**src/rtl/mem_stage_if.sv**
```systemverilog
// Data-memory bus between the memory stage and the dcache.
// Master drives registered REN/WEN/addr/store; slave returns dhit and load data.
interface mem_stage_if;
    logic        dmemREN;
    logic        dmemWEN;
    logic [31:0] dmemaddr;
    logic [31:0] dmemstore;
    logic        dhit;
    logic [31:0] dmemload;

    modport master (
        output dmemREN, dmemWEN, dmemaddr, dmemstore,
        input  dhit, dmemload
    );

    modport slave (
        input  dmemREN, dmemWEN, dmemaddr, dmemstore,
        output dhit, dmemload
    );
endinterface

```
**src/rtl/mem_stage.sv**
```systemverilog
// Pipeline memory stage: issues dcache requests, stalls upstream while one is
// outstanding, loads MEM/WB, captures HALT and flags a sticky access timeout.
// Ports: CLK/nRST; EX/MEM inputs (*IN, ex_valid, flush); dbus (dcache master);
// MEM/WB outputs (*OUT, wb_valid); mem_stall and mem_err status.
module mem_stage #(
    parameter int TIMEOUT = 64,
    parameter int CW      = 7
) (
    input  logic        CLK,
    input  logic        nRST,
    input  logic        ex_valid,
    input  logic        writeRegIN,
    input  logic        MemtoRegIN,
    input  logic        dRENIN,
    input  logic        dWENIN,
    input  logic [1:0]  RWDSelIN,
    input  logic [5:0]  opcodeIN,
    input  logic [31:0] PCIncIN,
    input  logic [31:0] resultIN,
    input  logic [31:0] busBIN,
    input  logic [4:0]  rwIN,
    input  logic        haltIN,
    input  logic        flush,
    mem_stage_if.master dbus,
    output logic        mem_stall,
    output logic        wb_valid,
    output logic        writeRegOUT,
    output logic        MemtoRegOUT,
    output logic [1:0]  RWDSelOUT,
    output logic [5:0]  opcodeOUT,
    output logic [4:0]  rwOUT,
    output logic [31:0] resultOUT,
    output logic [31:0] dloadOUT,
    output logic [31:0] PCIncOUT,
    output logic        haltOUT,
    output logic        mem_err
);

    typedef enum logic [1:0] {IDLE, REQ, HALT} state_t;

    typedef struct packed {
        logic        valid;
        logic        wr;
        logic        m2r;
        logic [1:0]  sel;
        logic [5:0]  op;
        logic [4:0]  rw;
        logic [31:0] res;
        logic [31:0] dload;
        logic [31:0] pc;
        logic        halt;
    } wb_t;

    state_t      state_q, state_d;
    logic [CW-1:0] cnt_q, cnt_d;
    logic        fpend_q, fpend_d;
    logic        ren_q, ren_d;
    logic        wen_q, wen_d;
    logic [31:0] addr_q, addr_d;
    logic [31:0] store_q, store_d;
    logic        err_q, err_d;
    wb_t         wb_q, wb_d;
    logic        stall;
    logic        kill;

    always_ff @(posedge CLK or negedge nRST) begin
        if (!nRST) begin
            state_q <= IDLE;
            cnt_q   <= '0;
            fpend_q <= 1'b0;
            ren_q   <= 1'b0;
            wen_q   <= 1'b0;
            addr_q  <= '0;
            store_q <= '0;
            err_q   <= 1'b0;
            wb_q    <= '0;
        end else begin
            state_q <= state_d;
            cnt_q   <= cnt_d;
            fpend_q <= fpend_d;
            ren_q   <= ren_d;
            wen_q   <= wen_d;
            addr_q  <= addr_d;
            store_q <= store_d;
            err_q   <= err_d;
            wb_q    <= wb_d;
        end
    end

    always_comb begin
        state_d = state_q;
        cnt_d   = cnt_q;
        fpend_d = fpend_q;
        ren_d   = ren_q;
        wen_d   = wen_q;
        addr_d  = addr_q;
        store_d = store_q;
        err_d   = err_q;
        wb_d    = wb_q;
        stall   = 1'b0;
        kill    = 1'b0;

        unique case (state_q)
            IDLE: begin
                if (ex_valid && haltIN) begin
                    // HALT retires without touching memory
                    wb_d.valid = 1'b1;
                    wb_d.wr    = writeRegIN;
                    wb_d.m2r   = MemtoRegIN;
                    wb_d.sel   = RWDSelIN;
                    wb_d.op    = opcodeIN;
                    wb_d.rw    = rwIN;
                    wb_d.res   = resultIN;
                    wb_d.dload = '0;
                    wb_d.pc    = PCIncIN;
                    wb_d.halt  = 1'b1;
                    state_d    = HALT;
                end else if (ex_valid && (dRENIN || dWENIN)) begin
                    stall   = 1'b1;
                    // a store takes precedence over a load
                    ren_d   = dRENIN & ~dWENIN;
                    wen_d   = dWENIN;
                    addr_d  = resultIN;
                    store_d = busBIN;
                    cnt_d   = '0;
                    fpend_d = flush;
                    state_d = REQ;
                end else begin
                    kill       = ~ex_valid | flush;
                    wb_d.valid = ~kill;
                    wb_d.wr    = writeRegIN & ~kill;
                    wb_d.m2r   = MemtoRegIN;
                    wb_d.sel   = RWDSelIN;
                    wb_d.op    = opcodeIN;
                    wb_d.rw    = rwIN;
                    wb_d.res   = resultIN;
                    wb_d.dload = '0;
                    wb_d.pc    = PCIncIN;
                    wb_d.halt  = 1'b0;
                end
            end
            REQ: begin
                if (dbus.dhit) begin
                    // flush only bubbles the writeback, never the access
                    kill       = fpend_q | flush;
                    wb_d.valid = ~kill;
                    wb_d.wr    = writeRegIN & ~kill;
                    wb_d.m2r   = MemtoRegIN;
                    wb_d.sel   = RWDSelIN;
                    wb_d.op    = opcodeIN;
                    wb_d.rw    = rwIN;
                    wb_d.res   = resultIN;
                    wb_d.dload = ren_q ? dbus.dmemload : 32'd0;
                    wb_d.pc    = PCIncIN;
                    wb_d.halt  = 1'b0;
                    ren_d      = 1'b0;
                    wen_d      = 1'b0;
                    state_d    = IDLE;
                end else begin
                    stall   = 1'b1;
                    fpend_d = fpend_q | flush;
                    if (cnt_q != '1) begin
                        cnt_d = cnt_q + CW'(1);
                    end
                    if (cnt_q == CW'(TIMEOUT - 1)) begin
                        err_d = 1'b1;
                    end
                end
            end
            HALT: begin
                stall = 1'b1;
            end
            default: begin
                state_d = IDLE;
            end
        endcase
    end

    // held low during reset so every output reads 0 while nRST=0
    assign mem_stall      = stall & nRST;

    assign dbus.dmemREN   = ren_q;
    assign dbus.dmemWEN   = wen_q;
    assign dbus.dmemaddr  = addr_q;
    assign dbus.dmemstore = store_q;

    assign wb_valid    = wb_q.valid;
    assign writeRegOUT = wb_q.wr;
    assign MemtoRegOUT = wb_q.m2r;
    assign RWDSelOUT   = wb_q.sel;
    assign opcodeOUT   = wb_q.op;
    assign rwOUT       = wb_q.rw;
    assign resultOUT   = wb_q.res;
    assign dloadOUT    = wb_q.dload;
    assign PCIncOUT    = wb_q.pc;
    assign haltOUT     = wb_q.halt;
    assign mem_err     = err_q;

endmodule
```
**src/flat_wrapper.sv**
```systemverilog
// flat-port wrapper written by rule: the top's interface ports become plain ports
module mem_stage_flat 
#(
    parameter int TIMEOUT = 64,
    parameter int CW      = 7
)
  (CLK, nRST, ex_valid, writeRegIN, MemtoRegIN, dRENIN, dWENIN, RWDSelIN, opcodeIN, PCIncIN, resultIN, busBIN, rwIN, haltIN, flush, mem_stall, wb_valid, writeRegOUT, MemtoRegOUT, RWDSelOUT, opcodeOUT, rwOUT, resultOUT, dloadOUT, PCIncOUT, haltOUT, mem_err, dbus_dmemREN, dbus_dmemWEN, dbus_dmemaddr, dbus_dmemstore, dbus_dhit, dbus_dmemload);
  mem_stage_if dbus_i ();
  input  logic CLK;
  input  logic nRST;
  input  logic ex_valid;
  input  logic writeRegIN;
  input  logic MemtoRegIN;
  input  logic dRENIN;
  input  logic dWENIN;
  input  logic [1:0] RWDSelIN;
  input  logic [5:0] opcodeIN;
  input  logic [31:0] PCIncIN;
  input  logic [31:0] resultIN;
  input  logic [31:0] busBIN;
  input  logic [4:0] rwIN;
  input  logic haltIN;
  input  logic flush;
  output logic mem_stall;
  output logic wb_valid;
  output logic writeRegOUT;
  output logic MemtoRegOUT;
  output logic [1:0] RWDSelOUT;
  output logic [5:0] opcodeOUT;
  output logic [4:0] rwOUT;
  output logic [31:0] resultOUT;
  output logic [31:0] dloadOUT;
  output logic [31:0] PCIncOUT;
  output logic haltOUT;
  output logic mem_err;
  output wire logic [$bits(dbus_i.dmemREN)-1:0] dbus_dmemREN;
  output wire logic [$bits(dbus_i.dmemWEN)-1:0] dbus_dmemWEN;
  output wire logic [$bits(dbus_i.dmemaddr)-1:0] dbus_dmemaddr;
  output wire logic [$bits(dbus_i.dmemstore)-1:0] dbus_dmemstore;
  input wire logic [$bits(dbus_i.dhit)-1:0] dbus_dhit;
  input wire logic [$bits(dbus_i.dmemload)-1:0] dbus_dmemload;
  assign dbus_dmemREN = dbus_i.dmemREN;
  assign dbus_dmemWEN = dbus_i.dmemWEN;
  assign dbus_dmemaddr = dbus_i.dmemaddr;
  assign dbus_dmemstore = dbus_i.dmemstore;
  assign dbus_i.dhit = dbus_dhit;
  assign dbus_i.dmemload = dbus_dmemload;
  mem_stage #(.TIMEOUT(TIMEOUT), .CW(CW)) u_core (.CLK(CLK), .nRST(nRST), .ex_valid(ex_valid), .writeRegIN(writeRegIN), .MemtoRegIN(MemtoRegIN), .dRENIN(dRENIN), .dWENIN(dWENIN), .RWDSelIN(RWDSelIN), .opcodeIN(opcodeIN), .PCIncIN(PCIncIN), .resultIN(resultIN), .busBIN(busBIN), .rwIN(rwIN), .haltIN(haltIN), .flush(flush), .dbus(dbus_i), .mem_stall(mem_stall), .wb_valid(wb_valid), .writeRegOUT(writeRegOUT), .MemtoRegOUT(MemtoRegOUT), .RWDSelOUT(RWDSelOUT), .opcodeOUT(opcodeOUT), .rwOUT(rwOUT), .resultOUT(resultOUT), .dloadOUT(dloadOUT), .PCIncOUT(PCIncOUT), .haltOUT(haltOUT), .mem_err(mem_err));
endmodule
```
**config.mk**
```make
export PLATFORM = sky130hd
export DESIGN_NAME = mem_stage_flat
export DESIGN_NICKNAME = d
export VERILOG_FILES = /design/src/rtl/mem_stage_if.sv /design/src/rtl/mem_stage.sv /design/src/flat_wrapper.sv
export SDC_FILE = /design/constraint.sdc
export NUM_CORES = 1
export LEC_CHECK = 0
export CORE_MARGIN = 5
export CORE_UTILIZATION = 38
export DETAILED_ROUTE_END_ITERATION = 16
export GPL_ROUTABILITY_DRIVEN = 0
export MAX_ROUTING_LAYER = met4
export PLACE_DENSITY_LB_ADDON = 0.05
export SLEW_MARGIN = 20
export SYNTH_ARGS = -nofsm -noshare
export SYNTH_HDL_FRONTEND = slang
export SYNTH_SLANG_ARGS = --single-unit
export TNS_END_PERCENT = 1
```
**constraint.sdc**
```tcl
create_clock -name CLK -period 1.87 [get_ports CLK]
set_input_delay 0.187 -clock CLK [delete_from_list [all_inputs] [get_ports CLK]]
set_output_delay 0.187 -clock CLK [all_outputs]
set_load 0.01 [all_outputs]
```
[Yosys cells after proc, flatten, opt, wreduce, memory -nomap -nowiden]
Cells that the tools add are included.
Storage, ports and cells
  output and inout port bits: 181
  input port bits: 151
  register bits after elaboration: 190
Operators by class
  multiplexer cells: 29
  $add $sub $neg: 1
  eq/ne operators: 11
  reductions and logical operators: 12
  bitwise operators: 13
Operators by type and width (count)
  113-bit two-way mux: 3
  113-bit one-hot mux with 2 select lines: 1
  32-bit two-way mux: 1
  7-bit two-way mux: 4
  7-bit one-hot mux with 2 select lines: 1
  3-bit AND reduction: 4
  1-bit two-way mux: 11
  4-bit AND reduction: 2
  7-bit by 1-bit adder with 7-bit output (second input constant): 1
  7-bit by 6-bit equality test with 1-bit output (second input constant): 1
  7-bit inequality test (second input constant): 1
  1-bit NOT: 7
  2-bit two-way mux: 3
  2-bit inequality test (second input constant): 3
  1-bit one-hot mux with 2 select lines: 3
  2-bit one-hot mux with 3 select lines: 1
  5-bit AND reduction: 1
  1-bit AND: 4
  2-bit by 1-bit inequality test with 1-bit output (second input constant): 2
  3-bit by 1-bit inequality test with 1-bit output (second input constant): 1
  3-bit by 2-bit inequality test with 1-bit output (second input constant): 1
  1-bit one-hot mux with 3 select lines: 1
  2-bit by 1-bit equality test with 1-bit output (second input constant): 1
  2-bit equality test (second input constant): 1
  other kinds (5): 7

[Depth between registers and ports, before layout]
Gate-level depths: netlist (run 1).
  word-level depth: 7
  depth in mapped cells: 9
  depth with buffers taken out: 6

[Least setup slack after synthesis (run 1)]
Ideal clock, no wire load.
  kind: flip-flop to flip-flop
  start: register u_core.state_q[0]
  end: register u_core.wb_q (netlist bit u_core.resultOUT[17])
  arrival time: 1847 ps
  required time: 1743 ps
  setup slack: -105 ps
  stages on the path, launching flop included: 9
  period minus slack after synthesis: 1975 ps
  setup time: 127 ps
  cells stage by stage: dfrtp_1 or2_1 nor3_4 nor2_2 inv_2 or2_1 buf_2 buf_4 mux2_1
Between the ends
  word-level cells in the longest chain between the ends: 3
RTL lines
  from (decl): line mem_stage.sv:54  | state_t state_q, state_d;
  from (signal assigned): line mem_stage.sv:78  | state_q <= state_d;
  2-bit by 1-bit equality test with 1-bit output / 2-bit logical NOT (equally long branches): line mem_stage.sv:103  | unique case (state_q)
  2-bit inequality test (no source line), or another cell as far along
  3-bit AND reduction (no source line)
  to (signal assigned): line mem_stage.sv:86  | wb_q <= wb_d;
  to (decl): line mem_stage.sv:62  | wb_t wb_q, wb_d;
Parallel ways exist; a longest one is shown, timed or not.
A chain may end at the register's enable or synchronous reset.

[Final worst setup path (run 1)]
  start: register u_core.state_q[0]
  end: register u_core.wb_q (netlist bit u_core.resultOUT[0])
Same word-level chain as after synthesis.

==> reports/results.ini, run 1 <==
[run_status]
status=finished, violations left
violations=negative setup slack

[placed_design]
io_buffer_count=331
pre_cts_ws_ns=-0.249
dpl.hpwl_microns=16000

[global_route]
grt_max_degree=111
gr-usage-met2=0.313
grt_first_pass_wirelength_microns=34200
grt_remaining_overflow=0
grtUsageTotal=0.200
grt.met3_usage=0.0649
antenna_found_initial=0
busiest_layer=met2
grtUsageMet1=0.254
grt_pass1_vias=6150

[synth]
ys_ff_latch=190
syn_avg_cell_area_sq_um=11.4
ys_seq_area_frac=0.626
synth_edf_count=0
synthCells=666
netlist_top_cells_area=dfrtp_1, nand2_1, mux2_4, o21ai_0, mux2_1
yosys.area.top_type=dfrtp_1
yosys_most_used_dff=dfrtp_1
synth_area_sq_um=7600
yosysWarnings=0
syn_nets=818
synth.top_cell.area_share=0.626
ys_types=43
async_flop_share=1.00

[layout]
drive_gt1_frac=0.140
area_growth_pct=59.5
final_cell_mix=clkdlybuf4s50_1, nand2_1, dfrtp_1, o21ai_0, mux2_4
final_nets=1166
final_common_cell=clkdlybuf4s50_1
diodes=0

[critical_path]
cp.arrival_ns=2.21
rr_worst_depth=8
path_class=flop to flop
rr_endpoint=u_core.resultOUT[0]
required_ns=2.17
rrSetupSlack_ns=-0.04
cp_max_fo=8
reg2reg_from=u_core.state_q[0]
cp-end-kind=flop
start_kind=flop

[sta]
slew_headroom=0.381
fin_crit_ns=1.91
setup_ws_ns=-0.0391
fin_skew_ns=0.0117
rsz0062_at_grt=true
slew_viol_final=0
worst_slew_pin_slew_ns=0.929
finalHoldViolations=0
setup_viol=29
clock.fmax_ghz=0.524
min_period_over_period=1.02
setup_tns_ns=-0.559

[hold_path]
hold_path_class=input pin to async pin

[drt]
drc_errors=0
avgViaCountPerCell=4.68
wirelength_microns=22900
num_vias=6053
wl_per_cell_microns=17.8
ant_nets=0
drt_iter0_drc=256
drt_first_pass_iters=4

[die]
rows=51
start_util=0.388
dieWidth_microns=151
ios=332
fp.dieArea_sq_um=22900
die_h_microns=151
core_sq_um=19600

[power]
swShare=0.303
irDropWorstVdd_mv=0.672
power_frac_comb=0.409
p_int_mw=11.6
seq_power_share=0.379
leakage_nw=5.47
power.density_nw_per_um2=1380
switchingPower_mw=5.05
power_frac_clock=0.212

[job]
maxCapViolCount=0

[clock_tree]
clock_latency_ns=0.42
cts.clk_slew.worst_paths_ns=0.07
clock_path_buffers=2
h-tree-depth=4
clock-sinks=190
cts_buffers=17
cts_tree=done
cts-root-buf=clkbuf_16

[worst max-delay path: stages (launching register included)]
cell	delay, ns
dfrtp_1	0.42
or2_4	0.29
nor3_4	0.15
nor2_2	0.08
inv_2	0.08
buf_6	0.10
or2_4	0.18
buf_12	0.16
mux2_2	0.33
[worst max-delay path by stage]
| stage | from | to | slack [ns] | cells past startpoint |
|---|---|---|---|---|
| after floorplan | u_core.state_q[1] | u_core.PCIncOUT[10] | 0.006 | 9 |
| after global placement | dWENIN | u_core.resultOUT[21] | -0.22 | 8 |
| after detailed placement | dWENIN | u_core.resultOUT[9] | -0.25 | 8 |
| after CTS | u_core.state_q[1] | u_core.resultOUT[0] | -0.06 | 8 |
| after global routing | u_core.state_q[0] | u_core.resultOUT[20] | -0.09 | 8 |
| final | u_core.state_q[0] | u_core.resultOUT[0] | -0.04 | 8 |
[cell families after synthesis]
| group | count (synthesis) | share of synthesized area |
|---|---|---|
| simple gates | 265 | 0.144 |
| compound gates | 89 | 0.0632 |
| buf+inv | 42 | 0.0283 |
| mux | 79 | 0.137 |
| fa+ha+maj | 1 | 0.00165 |
| flops | 190 | 0.626 |
[cells in the mapped netlist, drive strengths merged, types with 3 or more instances]
master / number
nor4b: 3
buf: 19
nor3: 3
or2: 3
clkbuf: 21
a21oi: 5
nor2: 8
dfrtp: 190
and2: 3
and3: 3
nand2: 227
o21ai: 73
nand2b: 3
mux2: 79
[metal layers]
metal / wire length [microns] / share of wire
met1: 9770 / 0.43
met5: 0 / 0
met4: 258 / 0.011
met3: 2020 / 0.088
met2: 10900 / 0.47
[power groups by stage]
stage	Clock (mW)	Sequential (mW)	Combinational (mW)
after floorplan	0	7.02	1.90
after global placement	0	6.36	6.51
after detailed placement	0	6.38	6.58
after CTS	3.66	6.33	6.75
after global routing	3.81	6.53	7.27
final	3.54	6.33	6.82
[what timing repair did]
item                       CTS  global route
hold endpoints to repair   116             0
setup endpoints to repair   25           166
buffers inserted             2             5
gates resized for setup     17            19
gates cloned                 1             1
pin swaps                    1             3
hold buffers                 1             0
[registers in the layout, summed over array words and instances (netlist names)]
signal                 flops
u_core.PCIncOUT           32
u_core.dbus.dmemaddr      32
u_core.dbus.dmemstore     32
u_core.dloadOUT           32
u_core.resultOUT          32
u_core.cnt_q               7
u_core.opcodeOUT           6
u_core.rwOUT               5
u_core.RWDSelOUT           2
u_core.state_q             2
u_core.MemtoRegOUT         1
u_core.dbus.dmemREN        1
u_core.dbus.dmemWEN        1
u_core.fpend_q             1
u_core.haltOUT             1
u_core.mem_err             1
u_core.wb_valid            1
u_core.writeRegOUT         1
[area by class of cell]
| class | count | area, sq um |
|---|---|---|
| Fill cell | 1671 | 7470 |
| Sequential cell | 190 | 4750 |
| Timing Repair Buffer | 369 | 3720 |
| Multi-Input combinational cell | 434 | 2730 |
| Clock buffer | 20 | 447 |
| Tap cell | 265 | 332 |
| Clock inverter | 12 | 128 |
| Inverter | 2 | 7.51 |
[per-stage QoR]
step | instance area [sq um] | std cells | hold WS (ns) | power [mW] | util
CTS | 12000 | 1286 | 0.173 | 16.7 | 0.612
finish | 12100 | 1292 | 0.202 | 16.7 | 0.619
global route | 12100 | 1292 | 0.197 | 17.6 | 0.619
detailed placement | 11300 | 1250 | 0.0195 | 13.0 | 0.578
floorplan | 7600 | 666 | -0.109 | 8.92 | -
global placement | 11300 | 1250 | 0.0194 | 12.9 | 0.578
Power figures use the tool's default switching activity.
==> run 2: changes to the inputs <==
--- a/config.mk
+++ b/config.mk
@@ -7,6 +7,7 @@
 export LEC_CHECK = 0
 export CORE_MARGIN = 5
 export CORE_UTILIZATION = 38
+export CTS_CLUSTER_SIZE = 20
 export DETAILED_ROUTE_END_ITERATION = 16
 export GPL_ROUTABILITY_DRIVEN = 0
 export MAX_ROUTING_LAYER = met4
==> constraint.sdc (replaced) <==
create_clock -name CLK -period 1.87 [get_ports CLK]
set_input_delay 0.187 -clock CLK [delete_from_list [all_inputs] [get_ports CLK]]
set_output_delay 0.187 -clock CLK [all_outputs]
set_load 0.005 [all_outputs]
==> run 2 against run 1 <==
The run now ends clean; clock power rose by 3%; wire length rose by 1.2%; non-clock buffer count fell by 2; worst hold slack improved by 0.0067 ns; sequential power barely moved; die area did not move; sequential share of layout area fell by 0.081 points; cell count fell by 0.15%; register-to-register slack improved by 0.04 ns; design area rose by 0.21%; critical endpoint is now u_core.resultOUT[9]; highest routed layer unchanged.
==> reports/results.ini, run 2 (synthesis gave the netlist of run 1 again) <==
[critical_path]
rr_endpoint=u_core.resultOUT[9]
cp.depth=8  ; unchanged
cp.arrival_ns=2.19  ; -0.02 ns
crit_chain=or2_4 -> nor3_4 -> nor2_2 -> inv_2 -> buf_6 -> or2_4 -> buf_12 -> mux2_1
cp_common_cell=or2_4
worst_path_max_delay_cell=dfrtp_1
rrSetupSlack_ns=0.003  ; +0.04 ns
reg2reg_from=u_core.state_q[1]
slowest_delay_ns=0.41  ; about the same
start_kind=flop
cp_max_fo=15  ; +7
cp-end-kind=flop
path_class=flop to flop
rr_worst_depth=8  ; unchanged
worst-path-buf-inv=3  ; unchanged
critPathTopFamily=simple AND/OR/NAND/NOR gates
required_ns=2.20  ; +0.03 ns

[power]
power.density_nw_per_um2=1340  ; -2.4%
irDropWorstVdd_mv=0.651  ; -3.2%
p_int_mw=11.7  ; +0.50%
seq_power_share=0.389  ; +0.010
power_frac_clock=0.223  ; +0.011
leakage_nw=5.48  ; +0.26%
swShare=0.284  ; -0.0192
power_frac_comb=0.388  ; -0.021
switchingPower_mw=4.63  ; -8.4%

[layout]
fillers=1653  ; -1.1%
drive_gt1_frac=0.144  ; +0.00418
area_growth_pct=59.8
final_cell_mix=clkdlybuf4s50_1, nand2_1, dfrtp_1, mux2_4, o21ai_0
final_nets=1164  ; -0.17%
design_area_sq_um=12100  ; +0.21%
final_common_cell=clkdlybuf4s50_1
diodes=0  ; unchanged

[die]
start_util=0.388  ; unchanged
dieWidth_microns=151  ; unchanged
fp.dieArea_sq_um=22900  ; unchanged
ios=332  ; unchanged
core_sq_um=19600  ; unchanged
die_h_microns=151  ; unchanged
rows=51  ; unchanged

[clock_tree]
clock_latency_ns=0.44  ; +0.02 ns
cts.clk_slew.worst_paths_ns=0.08  ; about the same
cts_buffers=17  ; unchanged
clock-sinks=190  ; unchanged
cts-root-buf=clkbuf_16
clock_path_buffers=2  ; unchanged
h-tree-depth=4  ; unchanged
cts_tree=done

[drt]
num_vias=6040  ; -0.21%
drt_iter0_drc=284  ; +11%
drt_first_pass_iters=4  ; unchanged
ant_nets=0  ; unchanged
wirelength_microns=23200  ; +1.2%
avgViaCountPerCell=4.68  ; about the same
drc_errors=0  ; unchanged
wl_per_cell_microns=18.0  ; +1.3%

[placed_design]
dpl.hpwl_microns=16100  ; +0.36%
placed_area_sq_um=11400  ; +0.49%
io_buffer_count=331  ; unchanged

[sta]
clock.fmax_ghz=0.536  ; +2.3%
slew_headroom=0.473  ; +0.0921
holdWs_ns=0.208  ; +0.00672 ns
worst_slew_pin_slew_ns=0.791  ; -0.138 ns
setup_viol=0  ; -100%
min_period_over_period=0.998  ; -0.0226
finalHoldViolations=0  ; unchanged
rsz0062_at_grt=true
slew_viol_final=0  ; unchanged
fin_skew_ns=0.0120  ; +0.000348 ns
fin_crit_ns=1.87  ; -0.0423 ns

[global_route]
grt_max_degree=109  ; -1.8%
grt_first_pass_wirelength_microns=35100  ; +2.5%
grt_remaining_overflow=0  ; unchanged
antenna_found_initial=0  ; unchanged
grt_pass1_vias=6246  ; +1.6%
grtUsageTotal=0.206  ; +0.00559

[hold_path]
hold_path_class=input pin to async pin

[run_status]
status=finished, final reports clean

[job]
maxCapViolCount=0  ; unchanged

run 2: cell count changes in the layout (fill, tap and decap cells not counted), sizes merged:
cell	delta
clkbuf	-3
clkinv	+2
clkinvlp	-3
inv	+3
buf	-1
run 2: metal layers:
layer  GRT usage  up-vias  routed length (microns)
met5           -        -                        0
met2       0.327      227                    11000
met3      0.0769       18                     2250
met4      0.0503        0                      234
met1       0.250     2906                     9690
li1            -     2889                        -
run 2: worst max path at each step:
stage                      start                        to  slack (ns)
2_1_floorplan  u_core.state_q[1]       u_core.PCIncOUT[10]       0.006
3_3_place_gp              dWENIN      u_core.resultOUT[10]       -0.23
3_5_place_dp              dWENIN      u_core.resultOUT[15]       -0.26
4_1_cts        u_core.state_q[1]      u_core.resultOUT[19]       -0.03
5_1_grt        u_core.state_q[1]  u_core.dbus.dmemaddr[17]        -0.1
6_report       u_core.state_q[1]       u_core.resultOUT[9]       0.003
run 2: stage by stage:
step | total power, mW | util | std cells | setup slack, ns | TNS, ns
floorplan | 8.36 | - | 666 | 0.00598 | 0
global placement | 12.4 | 0.581 | 1254 | -0.226 | -23.58
detailed placement | 12.5 | 0.581 | 1254 | -0.261 | -27.35
CTS | 16.4 | 0.617 | 1290 | -0.0259 | -0.259
global route | 17.2 | 0.620 | 1290 | -0.0987 | -5.90
finish | 16.3 | 0.620 | 1290 | 0.00320 | 0
run 2: power groups by stage:
stage          registers (mW)  clock network [mW]  logic [mW]
3_3_place_gp             6.35                   0        6.02
4_1_cts                  6.35                3.75        6.33
5_1_grt                  6.55                3.90        6.79
6_report                 6.35                3.65        6.33
2_1_floorplan            6.46                   0        1.90
3_5_place_dp             6.39                   0        6.08
run 2: cell type report:
cell class / count / area, sq um / area share
timing repair buffer: 367 / 3720 / 0.306
multi-input combinational: 434 / 2750 / 0.226
inverter: 2 / 7.51 / 0.000618
clock buffer: 18 / 439 / 0.0362
clock inverter: 14 / 148 / 0.0122
sequential: 190 / 4750 / 0.391
tap: 265 / 332 / 0.0273
run 2: worst register-to-register path: cells and delay by family, from the launching register on:
kind	cells	cell delay, ns
simple gates	4	0.67
flops	1	0.41
buf+inv	3	0.34
mux	1	0.35
run 2: what timing repair did:
| item | in CTS | in global routing |
|---|---|---|
| pin swaps | 1 | 0 |
| hold buffers | 1 | 0 |
| setup endpoints to repair | 53 | 164 |
| gates cloned | 1 | 0 |
| gates resized for setup | 26 | 34 |
| endpoints found under the hold margin | 24 | 0 |
| setup buffers | 2 | 0 |
